File: src/rtl/sram_bus_arbiter.sv
// ---------------------------------------------------------------------------
// sram_bus_arbiter
//
// Shares one SRAM-like memory port (req / addr_ok / data_ok) between the
// IF-stage instruction requester and the MEM-stage data requester. A winner
// is picked for each address handshake and the grant is held until the
// memory accepts it. Every accepted request's source is recorded in an
// in-order FIFO, so each returning data_ok / rdata goes back to the
// requester that issued it.
//
// Parameters
//   DEPTH      max outstanding accepted-but-unanswered requests (power of 2, >=2)
//   DATA_PRIO  1: data port wins a simultaneous new request, 0: inst port wins
//
// Ports
//   clk, reset                        clock, synchronous active-high reset
//   inst_req/wr/size/wstrb/addr/wdata instruction request in
//   inst_addr_ok/data_ok/rdata        instruction handshake/response out
//   data_req/wr/size/wstrb/addr/wdata data request in
//   data_addr_ok/data_ok/rdata        data handshake/response out
//   mem_req/wr/size/wstrb/addr/wdata  merged request to memory
//   mem_addr_ok, mem_data_ok, mem_rdata  memory handshake/response in
//   outstanding                       FIFO occupancy (0..DEPTH)
//   proto_err                         sticky: data_ok arrived with FIFO empty
// ---------------------------------------------------------------------------
module sram_bus_arbiter #(
    parameter int DEPTH     = 4,
    parameter bit DATA_PRIO = 1'b1
) (
    input  logic                     clk,
    input  logic                     reset,

    input  logic                     inst_req,
    input  logic                     inst_wr,
    input  logic [1:0]               inst_size,
    input  logic [3:0]               inst_wstrb,
    input  logic [31:0]              inst_addr,
    input  logic [31:0]              inst_wdata,
    output logic                     inst_addr_ok,
    output logic                     inst_data_ok,
    output logic [31:0]              inst_rdata,

    input  logic                     data_req,
    input  logic                     data_wr,
    input  logic [1:0]               data_size,
    input  logic [3:0]               data_wstrb,
    input  logic [31:0]              data_addr,
    input  logic [31:0]              data_wdata,
    output logic                     data_addr_ok,
    output logic                     data_data_ok,
    output logic [31:0]              data_rdata,

    output logic                     mem_req,
    output logic                     mem_wr,
    output logic [1:0]               mem_size,
    output logic [3:0]               mem_wstrb,
    output logic [31:0]              mem_addr,
    output logic [31:0]              mem_wdata,
    input  logic                     mem_addr_ok,
    input  logic                     mem_data_ok,
    input  logic [31:0]              mem_rdata,

    output logic [$clog2(DEPTH):0]   outstanding,
    output logic                     proto_err
);

    localparam int PW = $clog2(DEPTH);

    localparam logic [1:0] ST_IDLE   = 2'd0;
    localparam logic [1:0] ST_HOLD_I = 2'd1;
    localparam logic [1:0] ST_HOLD_D = 2'd2;

    localparam logic [PW:0]   FULL_COUNT = (PW+1)'(DEPTH);
    localparam logic [PW:0]   CNT_ONE    = (PW+1)'(1);
    localparam logic [PW-1:0] PTR_ONE    = PW'(1);

    logic [1:0]    state;
    logic [1:0]    state_next;
    logic [PW-1:0] wr_ptr;
    logic [PW-1:0] rd_ptr;
    logic [PW:0]   count;
    logic          id_fifo [DEPTH];   // 1 = data requester, 0 = inst requester

    logic grant_data;
    logic sel_req;
    logic full;
    logic empty;
    logic push;
    logic pop;
    logic head_is_data;

    assign full  = (count == FULL_COUNT);
    assign empty = (count == '0);

    // Grant selection: a hold state locks the grant to its owner; otherwise
    // the priority rule decides among whoever is requesting.
    always_comb begin
        grant_data = 1'b0;
        sel_req    = 1'b0;
        case (state)
            ST_HOLD_I: begin
                grant_data = 1'b0;
                sel_req    = inst_req;
            end
            ST_HOLD_D: begin
                grant_data = 1'b1;
                sel_req    = data_req;
            end
            default: begin
                if (inst_req && data_req)
                    grant_data = DATA_PRIO;
                else
                    grant_data = data_req;
                sel_req = inst_req | data_req;
            end
        endcase
    end

    // Request path is purely combinational from the granted port.
    assign mem_req   = !reset && !full && sel_req;
    assign mem_wr    = grant_data ? data_wr    : inst_wr;
    assign mem_size  = grant_data ? data_size  : inst_size;
    assign mem_wstrb = grant_data ? data_wstrb : inst_wstrb;
    assign mem_addr  = grant_data ? data_addr  : inst_addr;
    assign mem_wdata = grant_data ? data_wdata : inst_wdata;

    assign push = mem_req && mem_addr_ok;

    assign inst_addr_ok = push && !grant_data;
    assign data_addr_ok = push &&  grant_data;

    // Response routing follows the source recorded at the FIFO head.
    assign head_is_data = id_fifo[rd_ptr];
    assign pop          = !reset && mem_data_ok && !empty;

    assign inst_data_ok = pop && !head_is_data;
    assign data_data_ok = pop &&  head_is_data;
    assign inst_rdata   = mem_rdata;
    assign data_rdata   = mem_rdata;

    assign outstanding = count;

    // A request that is presented but not accepted locks the grant until
    // the memory takes it, so the address stays stable on the bus.
    always_comb begin
        state_next = state;
        case (state)
            ST_IDLE: begin
                if (mem_req && !mem_addr_ok)
                    state_next = grant_data ? ST_HOLD_D : ST_HOLD_I;
            end
            ST_HOLD_I, ST_HOLD_D: begin
                if (push)
                    state_next = ST_IDLE;
            end
            default: state_next = ST_IDLE;
        endcase
    end

    always_ff @(posedge clk) begin
        if (reset) begin
            state     <= ST_IDLE;
            wr_ptr    <= '0;
            rd_ptr    <= '0;
            count     <= '0;
            proto_err <= 1'b0;
        end else begin
            state <= state_next;
            if (push)
                wr_ptr <= wr_ptr + PTR_ONE;
            if (pop)
                rd_ptr <= rd_ptr + PTR_ONE;
            case ({push, pop})
                2'b10:   count <= count + CNT_ONE;
                2'b01:   count <= count - CNT_ONE;
                default: count <= count;
            endcase
            if (mem_data_ok && empty)
                proto_err <= 1'b1;
        end
    end

    // Source storage needs no reset: entries are only read once pushed.
    always_ff @(posedge clk) begin
        if (push)
            id_fifo[wr_ptr] <= grant_data;
    end

endmodule

File: config.mk
export PLATFORM = sky130hd
export DESIGN_NAME = sram_bus_arbiter
export DESIGN_NICKNAME = d
export VERILOG_FILES = /design/src/rtl/sram_bus_arbiter.sv
export SDC_FILE = /design/constraint.sdc
export NUM_CORES = 1
export LEC_CHECK = 0
export CORE_AREA = 5 5 123 125
export CTS_BUF_LIST = sky130_fd_sc_hd__clkbuf_2
export DETAILED_ROUTE_END_ITERATION = 12
export DIE_AREA = 0 0 128 130
export GPL_ROUTABILITY_DRIVEN = 1
export GPL_TIMING_DRIVEN = 0
export RECOVER_POWER = 100
export SETUP_SLACK_MARGIN = 0.5
export SLEW_MARGIN = 20
export SYNTH_ARGS = -nofsm -noshare
export SYNTH_HDL_FRONTEND = slang
export SYNTH_SLANG_ARGS = --single-unit
export TNS_END_PERCENT = 100
File: constraint.sdc
create_clock -name clk -period 3.6 [get_ports clk]
set_clock_uncertainty 0.15 [all_clocks]
set_input_delay 0.54 -clock clk [delete_from_list [all_inputs] [get_ports clk]]
set_output_delay 0.54 -clock clk [all_outputs]
set_load 0.1 [all_outputs]
==> impl_metrics.toml, run 1 <==
[critical_path]
r2r_slack_ps = 450
crit_fanout = 7
crit_type = "in2out"
worst_setup_path_start_kind = "input pin"
endpoint_kind = "primary output"
worstPathRequired_ps = 2910
cp_data_arrival_time_ps = 2530

[grt]
grt_pass1_vias = 3455
grt_start_max_net_pins = 14
grt-ovfl-total = 0
grt.total_usage = 0.148
grt_pass1_wl_um = 19600
antenna_found_initial = 1

[synth]
syn_area_um2 = 2240
synth_ff_type = "dfxtp_1"
ys_ff_latch = 16
synthTopCellsByArea = "nand2_1 36%, buf_4 21%, dfxtp_1 11%"
yosysTopAreaCell = "nand2_1"
ys.warnings.count = 0
synth_edf_count = 4
synth.yosys.seq_area_share = 0.161
synth_top_area_share = 0.361
async_flop_share = 0
synth.distinct_cells = 37
postSynthAreaPerCell_um2 = 5.86
syn-num-nets = 571
syn_inst = 382

[floorplan]
initial_core_util = 0.163
dieArea_um2 = 16600
num_rows = 43
pin_count = 324
die_h_um = 130
core-area_um2 = 13800
die_w_um = 128

[sta]
finalCritPeriodShare = 0.895
post-route-min-period_ps = 3220
slew_headroom = 0.317
finalHoldViolations = 0
rsz0062_at_grt = "true"
fin_setup_tns_ps = 0
holdWs_ps = 338
fmax_mhz = 310
worst_pin_slew_ps = 1020
slew_violations = 0
setup_viol = 0

[status]
status = "finished clean"

[routing]
antenna_left = 0
firstDrtPassIters = 4
num_vias = 3319
drt-total-wl_um = 13600
via_per_inst = 3.87
detail_route.iter0.violations = 120
drc = 0
wire_per_inst_um = 15.9

[place]
postPlaceCellArea_um2 = 5390
routabilityCongestion = 0.790
hpwl_um = 11900
port_buffers = 291

[power]
pwr_density_cell_nw_per_um2 = 786
ir_drop_v = 0.000396
p_leak_uw = 0.00265

[clock_network]
cts_setup_buffers = 0
clock_latency_ps = 280
cts_max_path_buffers = 2
root_buffer = "clkbuf_2"
cts_buffers = 3
clock_sinks = 16
clkTransAtPathRegs_ps = 160
cts_tree = "built"
h-tree-depth = 1

[job]
maxCapViolCount = 0

[worst_hold_path]
hold_path.class = "reg2reg"

[final_layout]
area_growth_pct = 142
drive_gt1_frac = 0.254
diodes = 0
nets = 867
fin_area_um2 = 5420
==> worst max-delay path, stage by stage <==
cell and delay [ps]:
dlygate4sd3_1 680, nor3b_1 520, nor2b_2 230, clkdlybuf4s15_2 560
==> layout by cell type, fill, tap and decap left out, types with 2 or more instances in the layout <==
cell	n
a21oi_1	3
a31oi_2	2
and2_0	2
and3_1	4
buf_2	6
buf_4	94
buf_6	45
clkbuf_1	2
clkbuf_2	5
clkbuf_4	5
clkdlybuf4s15_2	3
clkdlybuf4s50_1	146
dfxtp_1	11
dlygate4sd3_1	69
edfxtp_1	4
ha_1	8
inv_1	10
nand2_1	215
nand2b_1	3
nand3_1	2
nor2_1	7
nor2_2	2
nor3b_1	2
o21ai_0	2
o2bb2ai_1	2
or2_2	2
xnor2_1	2
xor2_1	2
==> cell usage after synthesis (all sizes together) (2+ instances only) <==
cell	instances
nand2	215
nor3b	2
clkbuf	3
or3	2
and3	4
o2bb2ai	2
nor2	9
nand2b	3
nand3	2
nor3	3
and2	2
or2	2
dfxtp	12
ha	8
a31oi	2
edfxtp	4
inv	11
xnor2	2
buf	78
a21oi	3
o21ai	2
xor2	2
==> metal layers <==
metal,track usage,routed length (um)
met5,0,7
met4,0.0162,110
met3,0.0569,1230
met2,0.279,7380
met1,0.163,4860
==> report_power, final <==
| part | total, uW | switching [uW] | internal [uW] |
|---|---|---|---|
| clock network | 80.5 | 56.4 | 24.2 |
| registers | 242 | 23.4 | 218 |
| logic | 3940 | 3010 | 930 |
| total | 4260 | 3090 | 1170 |
==> stage by stage <==
stage	power [uW]	utilization	cells	worst slack, ps
global placement	4140	0.391	853	-699
global route	4450	0.394	857	268
floorplan	3150	-	382	367
finish	4260	0.394	857	378
detailed placement	4170	0.391	853	-722
CTS	4210	0.383	857	467
==> kinds of logic (layout without fill, tap and decap cells) <==
family,Yosys count,in the layout,synth area share
fa+ha+maj,9,9,0.0537
flops,16,16,0.161
simple gates,247,247,0.452
compound gates,12,12,0.0358
buf+inv,92,387,0.268
mux,2,2,0.0145
xor+xnor,4,4,0.0157
==> worst paths after layout <==
check | cells past startpoint | start | to
worst max-delay path | 4 | reset | inst_data_ok
worst min register to register | 2 | proto_err | proto_err
worst min-delay path | 2 | proto_err | proto_err
worst max register to register | 12 | state[0] | outstanding[2]
==> cell type report <==
type                    count  area, um2
plain buffers              81        593
clock buffers               3       15.0
clock inverters             1       3.75
fillers                  1490       8350
inverters                  11       41.3
multi-input cells         274       1290
flip-flops and latches     16        362
well taps                 180        225
repair buffers            291       2890
==> timing repair <==
item,in CTS,in global routing
hold buffers,0,0
gates resized for setup,459,52
endpoints found under the setup margin,76,76
endpoints found under the hold margin,0,0
No activity file was read; power rests on OpenSTA's default activity.
==> inputs of run 2 (changes only) <==
- ABC_CLOCK_PERIOD_IN_PS: unset -> 3600
==> results of run 2 <==
Final layout, timing and power as in run 1 (identical DEF).
